[src/rtl/reg_file_arbiter_if.sv]
// rtl/reg_file_arbiter_if.sv - signal bundle between requesters, read port, register file and PC
//
// Purpose: groups every non-clock/reset signal of reg_file_arbiter.
// Modports:
//    slave  - arbiter side (reg_file_arbiter)
//    master - environment side (requesters, read client, register file, PC sink)
// Signal groups:
//    wr_valid/wr_addr/wr_data/wr_ready     NUM_WR write requesters, requester i in slice i
//    rd_req/rd_a1/rd_a2/rd_ack             two-register read request
//    rd_valid/rd_data1/rd_data2            read response, one cycle after rd_ack
//    rf_a1/rf_a2/rf_a3/rf_wd3/rf_we3       register-file address/write port
//    rf_rd1/rf_rd2                         register-file registered read data
//    pc_wr_valid/pc_wr_data                writes addressed to r15, redirected to the PC
interface reg_file_arbiter_if #(
   parameter int NUM_WR = 3,
   parameter int DATA_W = 32
);
   logic [NUM_WR-1:0]        wr_valid;
   logic [4*NUM_WR-1:0]      wr_addr;
   logic [DATA_W*NUM_WR-1:0] wr_data;
   logic [NUM_WR-1:0]        wr_ready;

   logic                     rd_req;
   logic [3:0]               rd_a1;
   logic [3:0]               rd_a2;
   logic                     rd_ack;
   logic                     rd_valid;
   logic [DATA_W-1:0]        rd_data1;
   logic [DATA_W-1:0]        rd_data2;

   logic [3:0]               rf_a1;
   logic [3:0]               rf_a2;
   logic [3:0]               rf_a3;
   logic [DATA_W-1:0]        rf_wd3;
   logic                     rf_we3;
   logic [DATA_W-1:0]        rf_rd1;
   logic [DATA_W-1:0]        rf_rd2;

   logic                     pc_wr_valid;
   logic [DATA_W-1:0]        pc_wr_data;

   modport slave (
      input  wr_valid, wr_addr, wr_data,
      output wr_ready,
      input  rd_req, rd_a1, rd_a2,
      output rd_ack, rd_valid, rd_data1, rd_data2,
      output rf_a1, rf_a2, rf_a3, rf_wd3, rf_we3,
      input  rf_rd1, rf_rd2,
      output pc_wr_valid, pc_wr_data
   );

   modport master (
      output wr_valid, wr_addr, wr_data,
      input  wr_ready,
      output rd_req, rd_a1, rd_a2,
      input  rd_ack, rd_valid, rd_data1, rd_data2,
      input  rf_a1, rf_a2, rf_a3, rf_wd3, rf_we3,
      output rf_rd1, rf_rd2,
      input  pc_wr_valid, pc_wr_data
   );
endinterface

[src/rtl/reg_file_arbiter.sv]
// rtl/reg_file_arbiter.sv - shares one register-file port between a reader and NUM_WR writers
//
// Purpose: a two-register read has priority in IDLE and completes one cycle later
// (RD_RESP); writers are granted in any cycle not taken by a read acceptance, so a
// continuous reader still leaves every other cycle for writes. Writes to r15 are
// redirected to the PC port instead of the register file.
// Ports:
//    clk    - sole clock, rising edge
//    reset  - synchronous, active-high; also forces every output to 0 while asserted
//    bus    - reg_file_arbiter_if.slave bundle (write requesters, read port, RF, PC)
// Configuration:
//    RF_ARB_ROUND_ROBIN_EN - when defined, writers are arbitrated round-robin from a
//                            pointer; otherwise fixed priority, lowest index wins.
module reg_file_arbiter #(
   parameter int NUM_WR = 3,
   parameter int DATA_W = 32
) (
   input logic               clk,
   input logic               reset,
   reg_file_arbiter_if.slave bus
);

   localparam int PTR_W = (NUM_WR > 2) ? 2 : 1;

   typedef enum logic [0:0] {
      ST_IDLE    = 1'b0,
      ST_RD_RESP = 1'b1
   } state_t;

   state_t            r_state;
   state_t            w_state_nxt;

   logic [3:0]        w_addr_arr [NUM_WR];
   logic [DATA_W-1:0] w_data_arr [NUM_WR];

   logic [PTR_W-1:0]  w_idx;
   logic              w_grant_found;
   logic [PTR_W-1:0]  w_grant_idx;
   logic              w_grant;

`ifdef RF_ARB_ROUND_ROBIN_EN
   logic [PTR_W-1:0]  r_ptr;
`endif

   // Unpack the flat requester buses so the winner can be selected by index.
   always_comb begin
      for (int i = 0; i < NUM_WR; i++) begin
         w_addr_arr[i] = bus.wr_addr[4*i +: 4];
         w_data_arr[i] = bus.wr_data[DATA_W*i +: DATA_W];
      end
   end

   // Winner search: first requester with wr_valid, scanning from the pointer
   // (round-robin) or from index 0 (fixed priority).
   always_comb begin
      w_grant_found = 1'b0;
      w_grant_idx   = '0;
      w_idx         = '0;
      for (int k = 0; k < NUM_WR; k++) begin
`ifdef RF_ARB_ROUND_ROBIN_EN
         w_idx = PTR_W'((k + int'(r_ptr)) % NUM_WR);
`else
         w_idx = PTR_W'(k);
`endif
         if (!w_grant_found && bus.wr_valid[w_idx]) begin
            w_grant_found = 1'b1;
            w_grant_idx   = w_idx;
         end
      end
   end

   // Next state and all outputs. Outputs are held at 0 while reset is high so that
   // neither a pending read response nor a grant escapes during reset.
   always_comb begin
      w_state_nxt     = r_state;
      w_grant         = 1'b0;
      bus.wr_ready    = '0;
      bus.rd_ack      = 1'b0;
      bus.rd_valid    = 1'b0;
      bus.rd_data1    = '0;
      bus.rd_data2    = '0;
      bus.rf_a1       = 4'h0;
      bus.rf_a2       = 4'h0;
      bus.rf_a3       = 4'h0;
      bus.rf_wd3      = '0;
      bus.rf_we3      = 1'b0;
      bus.pc_wr_valid = 1'b0;
      bus.pc_wr_data  = '0;

      if (!reset) begin
         case (r_state)
            ST_IDLE: begin
               if (bus.rd_req) begin
                  bus.rd_ack  = 1'b1;
                  bus.rf_a1   = bus.rd_a1;
                  bus.rf_a2   = bus.rd_a2;
                  w_state_nxt = ST_RD_RESP;
               end else begin
                  w_grant = w_grant_found;
               end
            end
            ST_RD_RESP: begin
               // rf_rd1/rf_rd2 were registered at the acceptance edge, so a write
               // granted now cannot disturb this cycle's read data.
               bus.rd_valid = 1'b1;
               bus.rd_data1 = bus.rf_rd1;
               bus.rd_data2 = bus.rf_rd2;
               w_grant      = w_grant_found;
               w_state_nxt  = ST_IDLE;
            end
            default: w_state_nxt = ST_IDLE;
         endcase

         if (w_grant) begin
            bus.wr_ready[w_grant_idx] = 1'b1;
            if (w_addr_arr[w_grant_idx] == 4'hF) begin
               bus.pc_wr_valid = 1'b1;
               bus.pc_wr_data  = w_data_arr[w_grant_idx];
            end else begin
               bus.rf_we3 = 1'b1;
               bus.rf_a3  = w_addr_arr[w_grant_idx];
               bus.rf_wd3 = w_data_arr[w_grant_idx];
            end
         end
      end
   end

   always_ff @(posedge clk) begin
      if (reset) begin
         r_state <= ST_IDLE;
      end else begin
         r_state <= w_state_nxt;
      end
   end

`ifdef RF_ARB_ROUND_ROBIN_EN
   // Pointer moves just past the last winner; unchanged when nothing is granted.
   always_ff @(posedge clk) begin
      if (reset) begin
         r_ptr <= '0;
      end else if (w_grant) begin
         if (w_grant_idx == PTR_W'(NUM_WR - 1)) begin
            r_ptr <= '0;
         end else begin
            r_ptr <= w_grant_idx + 1'b1;
         end
      end
   end
`endif

endmodule

[src/flat_wrapper.sv]
// flat-port wrapper written by rule: the top's interface ports become plain ports
module reg_file_arbiter_flat 
#(
   parameter int NUM_WR = 3,
   parameter int DATA_W = 32
)
  (clk, reset, bus_wr_valid, bus_wr_addr, bus_wr_data, bus_wr_ready, bus_rd_req, bus_rd_a1, bus_rd_a2, bus_rd_ack, bus_rd_valid, bus_rd_data1, bus_rd_data2, bus_rf_a1, bus_rf_a2, bus_rf_a3, bus_rf_wd3, bus_rf_we3, bus_rf_rd1, bus_rf_rd2, bus_pc_wr_valid, bus_pc_wr_data);
  reg_file_arbiter_if #(.NUM_WR(NUM_WR), .DATA_W(DATA_W)) bus_i ();
  input logic clk;
  input logic reset;
  input wire logic [$bits(bus_i.wr_valid)-1:0] bus_wr_valid;
  input wire logic [$bits(bus_i.wr_addr)-1:0] bus_wr_addr;
  input wire logic [$bits(bus_i.wr_data)-1:0] bus_wr_data;
  output wire logic [$bits(bus_i.wr_ready)-1:0] bus_wr_ready;
  input wire logic [$bits(bus_i.rd_req)-1:0] bus_rd_req;
  input wire logic [$bits(bus_i.rd_a1)-1:0] bus_rd_a1;
  input wire logic [$bits(bus_i.rd_a2)-1:0] bus_rd_a2;
  output wire logic [$bits(bus_i.rd_ack)-1:0] bus_rd_ack;
  output wire logic [$bits(bus_i.rd_valid)-1:0] bus_rd_valid;
  output wire logic [$bits(bus_i.rd_data1)-1:0] bus_rd_data1;
  output wire logic [$bits(bus_i.rd_data2)-1:0] bus_rd_data2;
  output wire logic [$bits(bus_i.rf_a1)-1:0] bus_rf_a1;
  output wire logic [$bits(bus_i.rf_a2)-1:0] bus_rf_a2;
  output wire logic [$bits(bus_i.rf_a3)-1:0] bus_rf_a3;
  output wire logic [$bits(bus_i.rf_wd3)-1:0] bus_rf_wd3;
  output wire logic [$bits(bus_i.rf_we3)-1:0] bus_rf_we3;
  input wire logic [$bits(bus_i.rf_rd1)-1:0] bus_rf_rd1;
  input wire logic [$bits(bus_i.rf_rd2)-1:0] bus_rf_rd2;
  output wire logic [$bits(bus_i.pc_wr_valid)-1:0] bus_pc_wr_valid;
  output wire logic [$bits(bus_i.pc_wr_data)-1:0] bus_pc_wr_data;
  assign bus_i.wr_valid = bus_wr_valid;
  assign bus_i.wr_addr = bus_wr_addr;
  assign bus_i.wr_data = bus_wr_data;
  assign bus_wr_ready = bus_i.wr_ready;
  assign bus_i.rd_req = bus_rd_req;
  assign bus_i.rd_a1 = bus_rd_a1;
  assign bus_i.rd_a2 = bus_rd_a2;
  assign bus_rd_ack = bus_i.rd_ack;
  assign bus_rd_valid = bus_i.rd_valid;
  assign bus_rd_data1 = bus_i.rd_data1;
  assign bus_rd_data2 = bus_i.rd_data2;
  assign bus_rf_a1 = bus_i.rf_a1;
  assign bus_rf_a2 = bus_i.rf_a2;
  assign bus_rf_a3 = bus_i.rf_a3;
  assign bus_rf_wd3 = bus_i.rf_wd3;
  assign bus_rf_we3 = bus_i.rf_we3;
  assign bus_i.rf_rd1 = bus_rf_rd1;
  assign bus_i.rf_rd2 = bus_rf_rd2;
  assign bus_pc_wr_valid = bus_i.pc_wr_valid;
  assign bus_pc_wr_data = bus_i.pc_wr_data;
  reg_file_arbiter #(.NUM_WR(NUM_WR), .DATA_W(DATA_W)) u_core (.clk(clk), .reset(reset), .bus(bus_i));
endmodule
[config.mk]
export PLATFORM = sky130hd
export DESIGN_NAME = reg_file_arbiter_flat
export DESIGN_NICKNAME = d
export VERILOG_FILES = /design/src/rtl/reg_file_arbiter_if.sv /design/src/rtl/reg_file_arbiter.sv /design/src/flat_wrapper.sv
export SDC_FILE = /design/constraint.sdc
export NUM_CORES = 1
export LEC_CHECK = 0
export ABC_AREA = 0
export CAP_MARGIN = 20
export CORE_AREA = 2 2 129 131
export CTS_BUF_LIST = sky130_fd_sc_hd__clkbuf_2
export CTS_CLUSTER_DIAMETER = 120
export DETAILED_ROUTE_END_ITERATION = 8
export DIE_AREA = 0 0 131 133
export PLACE_DENSITY_LB_ADDON = 0.3
export RECOVER_POWER = 25
export SLEW_MARGIN = 10
export SYNTH_ARGS = -nofsm -noshare
export SYNTH_HDL_FRONTEND = slang
export SYNTH_SLANG_ARGS = --single-unit
[constraint.sdc]
create_clock -name clk -period 4.2 [get_ports clk]
set_input_delay 0.42 -clock clk [delete_from_list [all_inputs] [get_ports clk]]
set_output_delay 0.42 -clock clk [all_outputs]
set_load 0.01 [all_outputs]
Word-level counts from Yosys, hierarchy flattened. Index checks and enable logic that the tools add are counted.

Equal/unequal tests: 1. Reduce and logical (&&, ||, !) cells: 5. Magnitude comparators: 3. Bitwise logic cells: 2. Multiplexer cells: 49.

Operators by type and width (number): two-way mux 32 bit (12); binary-select mux 32 bit (select 2 bit) (1); two-way mux 4 bit (11); two-way mux 1 bit (18); binary-select mux 4 bit (select 2 bit) (1); two-way mux 3 bit (2); == test 4 bit, second input constant (1); case mux 1 bit (2 select lines) (2); greater-or-equal comparator 3 bit, second input constant (1); logical AND 1 bit (3); < comparator 2 x 3 -> 1 bit, second input constant (1); inverter 2 -> 3 bit (1); demux 1 bit (select 2 bit) (1); greater-or-equal comparator 2 x 1 -> 1 bit, second input constant (1); logical NOT 1 bit (2); two-way mux 2 bit (1); inverter 1 bit (1).

Bits in registers: 1. Logic and storage cells: 61. Input port bits: 186. Output and inout port bits: 147.

Depth between registers and ports, before layout.
Depth in word-level cells: 15. Depth in mapped cells: 8. Depth with buffers taken out: 5.

Least setup slack after synthesis. No wires, ideal clock.

Path type: in2out. Start point: in bus_wr_valid[1]. End point: out bus_rf_wd3[22]. Path buffers: 2. Cell stages on the path: 7. Arrival time: 1641 ps. Required time: 3780 ps. Setup slack: 2139 ps. Cells stage by stage: buf_4 -> nand2b_4 -> o21ai_2 -> a221oi_2 -> nor4_4 -> buf_6 -> nor2_1.

Longest elaborated chain between the ends: 13. Elaborated cells on any way between the ends: 21. Those cells by class: eq/ne: 1; mux: 16; bitwise: 1; reduce/logical: 3.

Ends and longest elaborated chain: start: declaration (RTL line flat_wrapper.sv:11) `input wire logic [$bits(bus_i.wr_valid)-1:0] bus_wr_valid;`; logical AND 1 bit * (RTL line reg_file_arbiter.sv:65) `if (!w_grant_found && bus.wr_valid[w_idx]) begin`; two-way mux 1 bit (RTL line reg_file_arbiter.sv:65); logical NOT 1 bit (RTL line reg_file_arbiter.sv:65); logical AND 1 bit (RTL line reg_file_arbiter.sv:65); two-way mux 2 bit (RTL line reg_file_arbiter.sv:65); inverter 2 -> 3 bit (not written as such) (RTL line reg_file_arbiter.sv:116, reg_file_arbiter.sv:122); binary-select mux 4 bit (select 2 bit) (RTL line reg_file_arbiter.sv:116) `if (w_addr_arr[w_grant_idx] == 4'hF) begin`; two-way mux 4 bit (not written as such) (2 in a row) (RTL line reg_file_arbiter.sv:116); == test 4 bit (RTL line reg_file_arbiter.sv:116); two-way mux 32 bit (RTL line reg_file_arbiter.sv:116); two-way mux 32 bit * (RTL line reg_file_arbiter.sv:114) `if (w_grant) begin`; two-way mux 32 bit * (RTL line reg_file_arbiter.sv:90) `if (!reset) begin`; end: declaration (RTL line flat_wrapper.sv:25) `output wire logic [$bits(bus_i.rf_wd3)-1:0] bus_rf_wd3;`.

Mark *: on every way between the ends. The rest lies on a longest branch, timed or not. The select of a mux whose other input is x is not followed.

Final worst setup path.
Start point: in bus_wr_valid[0]. End point: out bus_pc_wr_data[27].

Longest elaborated chain between the ends: 15. Elaborated cells on any way between the ends: 23. Those cells by class: eq/ne: 1; mux: 17; bitwise: 1; reduce/logical: 4.

Ends and longest elaborated chain: two-way mux 1 bit * (RTL line reg_file_arbiter.sv:65); logical NOT 1 bit (RTL line reg_file_arbiter.sv:65); logical AND 1 bit (RTL line reg_file_arbiter.sv:65); two-way mux 1 bit (RTL line reg_file_arbiter.sv:65); logical NOT 1 bit (RTL line reg_file_arbiter.sv:65); logical AND 1 bit (RTL line reg_file_arbiter.sv:65); two-way mux 2 bit (RTL line reg_file_arbiter.sv:65); inverter 2 -> 3 bit (not written as such) (RTL line reg_file_arbiter.sv:116, reg_file_arbiter.sv:118); binary-select mux 4 bit (select 2 bit) (RTL line reg_file_arbiter.sv:116); two-way mux 4 bit (not written as such) (2 in a row) (RTL line reg_file_arbiter.sv:116); == test 4 bit (RTL line reg_file_arbiter.sv:116); two-way mux 32 bit (RTL line reg_file_arbiter.sv:116); two-way mux 32 bit * (RTL line reg_file_arbiter.sv:114); two-way mux 32 bit * (RTL line reg_file_arbiter.sv:90); end: declaration (RTL line flat_wrapper.sv:30) `output wire logic [$bits(bus_i.pc_wr_data)-1:0] bus_pc_wr_data;`.

Marked as above.

==> impl_metrics.toml <==
[status]
status = "finished clean"

[setup_path]
path_class = "input port to output pin"
r2r-start = "u_core.r_state"
reg2reg_slack_ps = 3590
reg2reg_to = "u_core.r_state"
r2r.worst_path.cells = 2
cp.arrival_ps = 2910
critPathLaunchType = "input port"
cpMaxStageDelayCell = "clkbuf_2"
cp.required_ps = 3780
crit_path_frequent_cell = "nor2_1"
critPathMaxStageDelay_ps = 1040
worst_setup_path_end_kind = "output pin"
worstPathMaxFanout = 65
critPathLaunch = "bus_wr_valid[0]"
crit_end = "bus_pc_wr_data[27]"
crit_path_cell_trace = "buf_2, clkbuf_2, nor2_1, a21oi_1, o211ai_1, nor2_1, clkdlybuf4s50_1"

[floorplan]
die_area_sq_um = 17420
die_w_um = 131
die_h_um = 133
rows = 47
core_sq_um = 16170
io_pins = 333
start_util = 0.1413

[timing]
slew_viol_final = 0
setup_viol = 0
hold_violations = 0
tightest_slew_ps = 1415
min_period_ps = 3329
finalSetupTns_ps = 0
period_share = 0.7927
clock_skew_ps = 0
grt_setup_unrepaired = "no"
fmax_ghz = 0.3004
slew_headroom = 0.05649

[power_and_ir_drop]
seq_power_share = 0.021
p_int_uw = 297.4
power_density_nw_per_um2 = 86.05
p_leak_uw = 0.002281
combPwrFrac = 0.979
max-vdd-ir-drop_mv = 0.03157
switchingPower_uw = 201.0
p_sw_frac = 0.4034
pwr-share-clk = 0

[cells_and_area]
multiInputGateArea_sq_um = 1962
stdcell_area_sq_um = 5792
final_common_cell = "clkdlybuf4s50_1"
area_growth_pct = 153.5
largest_register = "u_core.r_state"
reg_top3 = "u_core.r_state x1"
layout_common_cells = "clkdlybuf4s50_1 (305), nor2_1 (167), a21oi_1 (65)"
utilization = 0.3581
n_fill_cell = 1757
largest_reg_flops = 1
final_nets = 940
seqCellArea_sq_um = 20.02
drive_gt1_frac = 0.03590

[clock_network]
cts_hold_buf = 0
clk_pin_slew_ps = 0
clock_latency_ps = 0
cts_resized = 0
cts_setup_buffers = 0

[routing]
wl_per_cell_um = 16.78
ant_nets = 0
drc = 0
vias = 4068
drtIter0Drc = 158
dr.pass1.iters = 4
viasPerCell = 4.177
totalWireLength_um = 16340

[logic_synthesis]
yosys.area.top_type = "nor2_1"
synthDistinctLibCells = 25
synthTopCellsByArea = "nor2_1 (28%), and2_1 (20%), a21oi_1 (14%), o211ai_1 (11%), inv_1 (5.4%)"
synthSimpleGateAreaFrac = 0.5378
netlist_instances = 448
yosys_warnings = 0
avgSynthCellArea_sq_um = 5.100
yosysSeqAreaShare = 0.008762
ys_seq_elements = 1
synth_fa_ha_area_frac = 0
synth_area_sq_um = 2285
synth_top_family_by_area = "simple AND/OR/NAND/NOR gates"
synth-compound-area-share = 0.3165
synthXorXnorAreaFrac = 0
synthMuxAreaShare = 0
synth_top_area_frac = 0.2777
synth_fp_nets = 634

[placement]
hpwl_um = 13290
postPlaceCellArea_sq_um = 5789
port_buffers = 332
place.gp.congestion = 0.8471

[hold_path]
hold_path_class = "register to register"

[grt]
grt_pass1_vias = 3932
grt_pass1_wl_um = 22890
grt_max_degree = 66
antenna_found_initial = 2
grt-ovfl-total = 0
grt_use_total = 0.1715

[flow_run]
drv_cap = 0
-- cell usage after synthesis, drive strengths merged --
library cell	number
a211oi	4
nor3	1
nor2	170
o211ai	32
inv	33
nand4	1
clkbuf	20
a221oi	4
nand2	4
nor2b	1
nand2b	9
dfxtp	1
nor4b	1
a21oi	65
buf	20
and2	73
o21ai	4
a221o	4
nor4	1
-- kinds of logic after synthesis --
logic type,Yosys count
flip-flops,1
AND/OR/NAND/NOR,261
buffers and inverters,73
AO/OA/AOI/OAI,113
-- power groups by stage --
stage	clock, uW	sequential (uW)	combinational (uW)
after floorplan	0	10.4	184
after global placement	0	10.4	494
after detailed placement	0	10.4	493
after CTS	0	10.4	497
after global routing	0.0000318	10.5	530
final	0.000671	10.4	488
-- worst min-delay path by stage --
stage / startpoint / endpoint / slack [ps] / depth (start not counted)
final: u_core.r_state / u_core.r_state / 550 / 2
after global routing: u_core.r_state / u_core.r_state / 580 / 2
after CTS: u_core.r_state / u_core.r_state / 550 / 2
after detailed placement: u_core.r_state / u_core.r_state / 550 / 2
after global placement: u_core.r_state / u_core.r_state / 540 / 2
after floorplan: reset / u_core.r_state / 490 / 1
-- per-stage QoR --
step | worst slack, ps | total power [uW] | hold WS [ps] | cells
floorplan | 2139 | 194.7 | 492.4 | 448
global placement | 995.0 | 504.2 | 535.5 | 972
detailed placement | 991.8 | 503.2 | 545.3 | 972
CTS | 1016 | 507.2 | 546.9 | 972
global route | 659.0 | 540.7 | 582.1 | 974
finish | 870.6 | 498.4 | 548.2 | 974
-- critical path, delay by kind of cell --
family / cells / cell delay, ps
compound gates: 2 / 340
simple gates: 2 / 280
buf+inv: 3 / 1790
-- routing by layer --
layer	share of wire	global-route usage	up-vias
met5	0	0	-
li1	-	-	2065
met2	0.55	0.3541	182
met1	0.35	0.1722	1817
met4	0.0050	0.01241	0
met3	0.091	0.04650	4
-- area by class of cell --
| class | count | area share |
|---|---|---|
| diodes | 2 | 0.0008641 |
| inverters | 33 | 0.02139 |
| multi-input cells | 374 | 0.3387 |
| flip-flops and latches | 1 | 0.003456 |
| well taps | 220 | 0.04753 |
| repair buffers | 344 | 0.5880 |
Power figures use the tool's default switching activity.
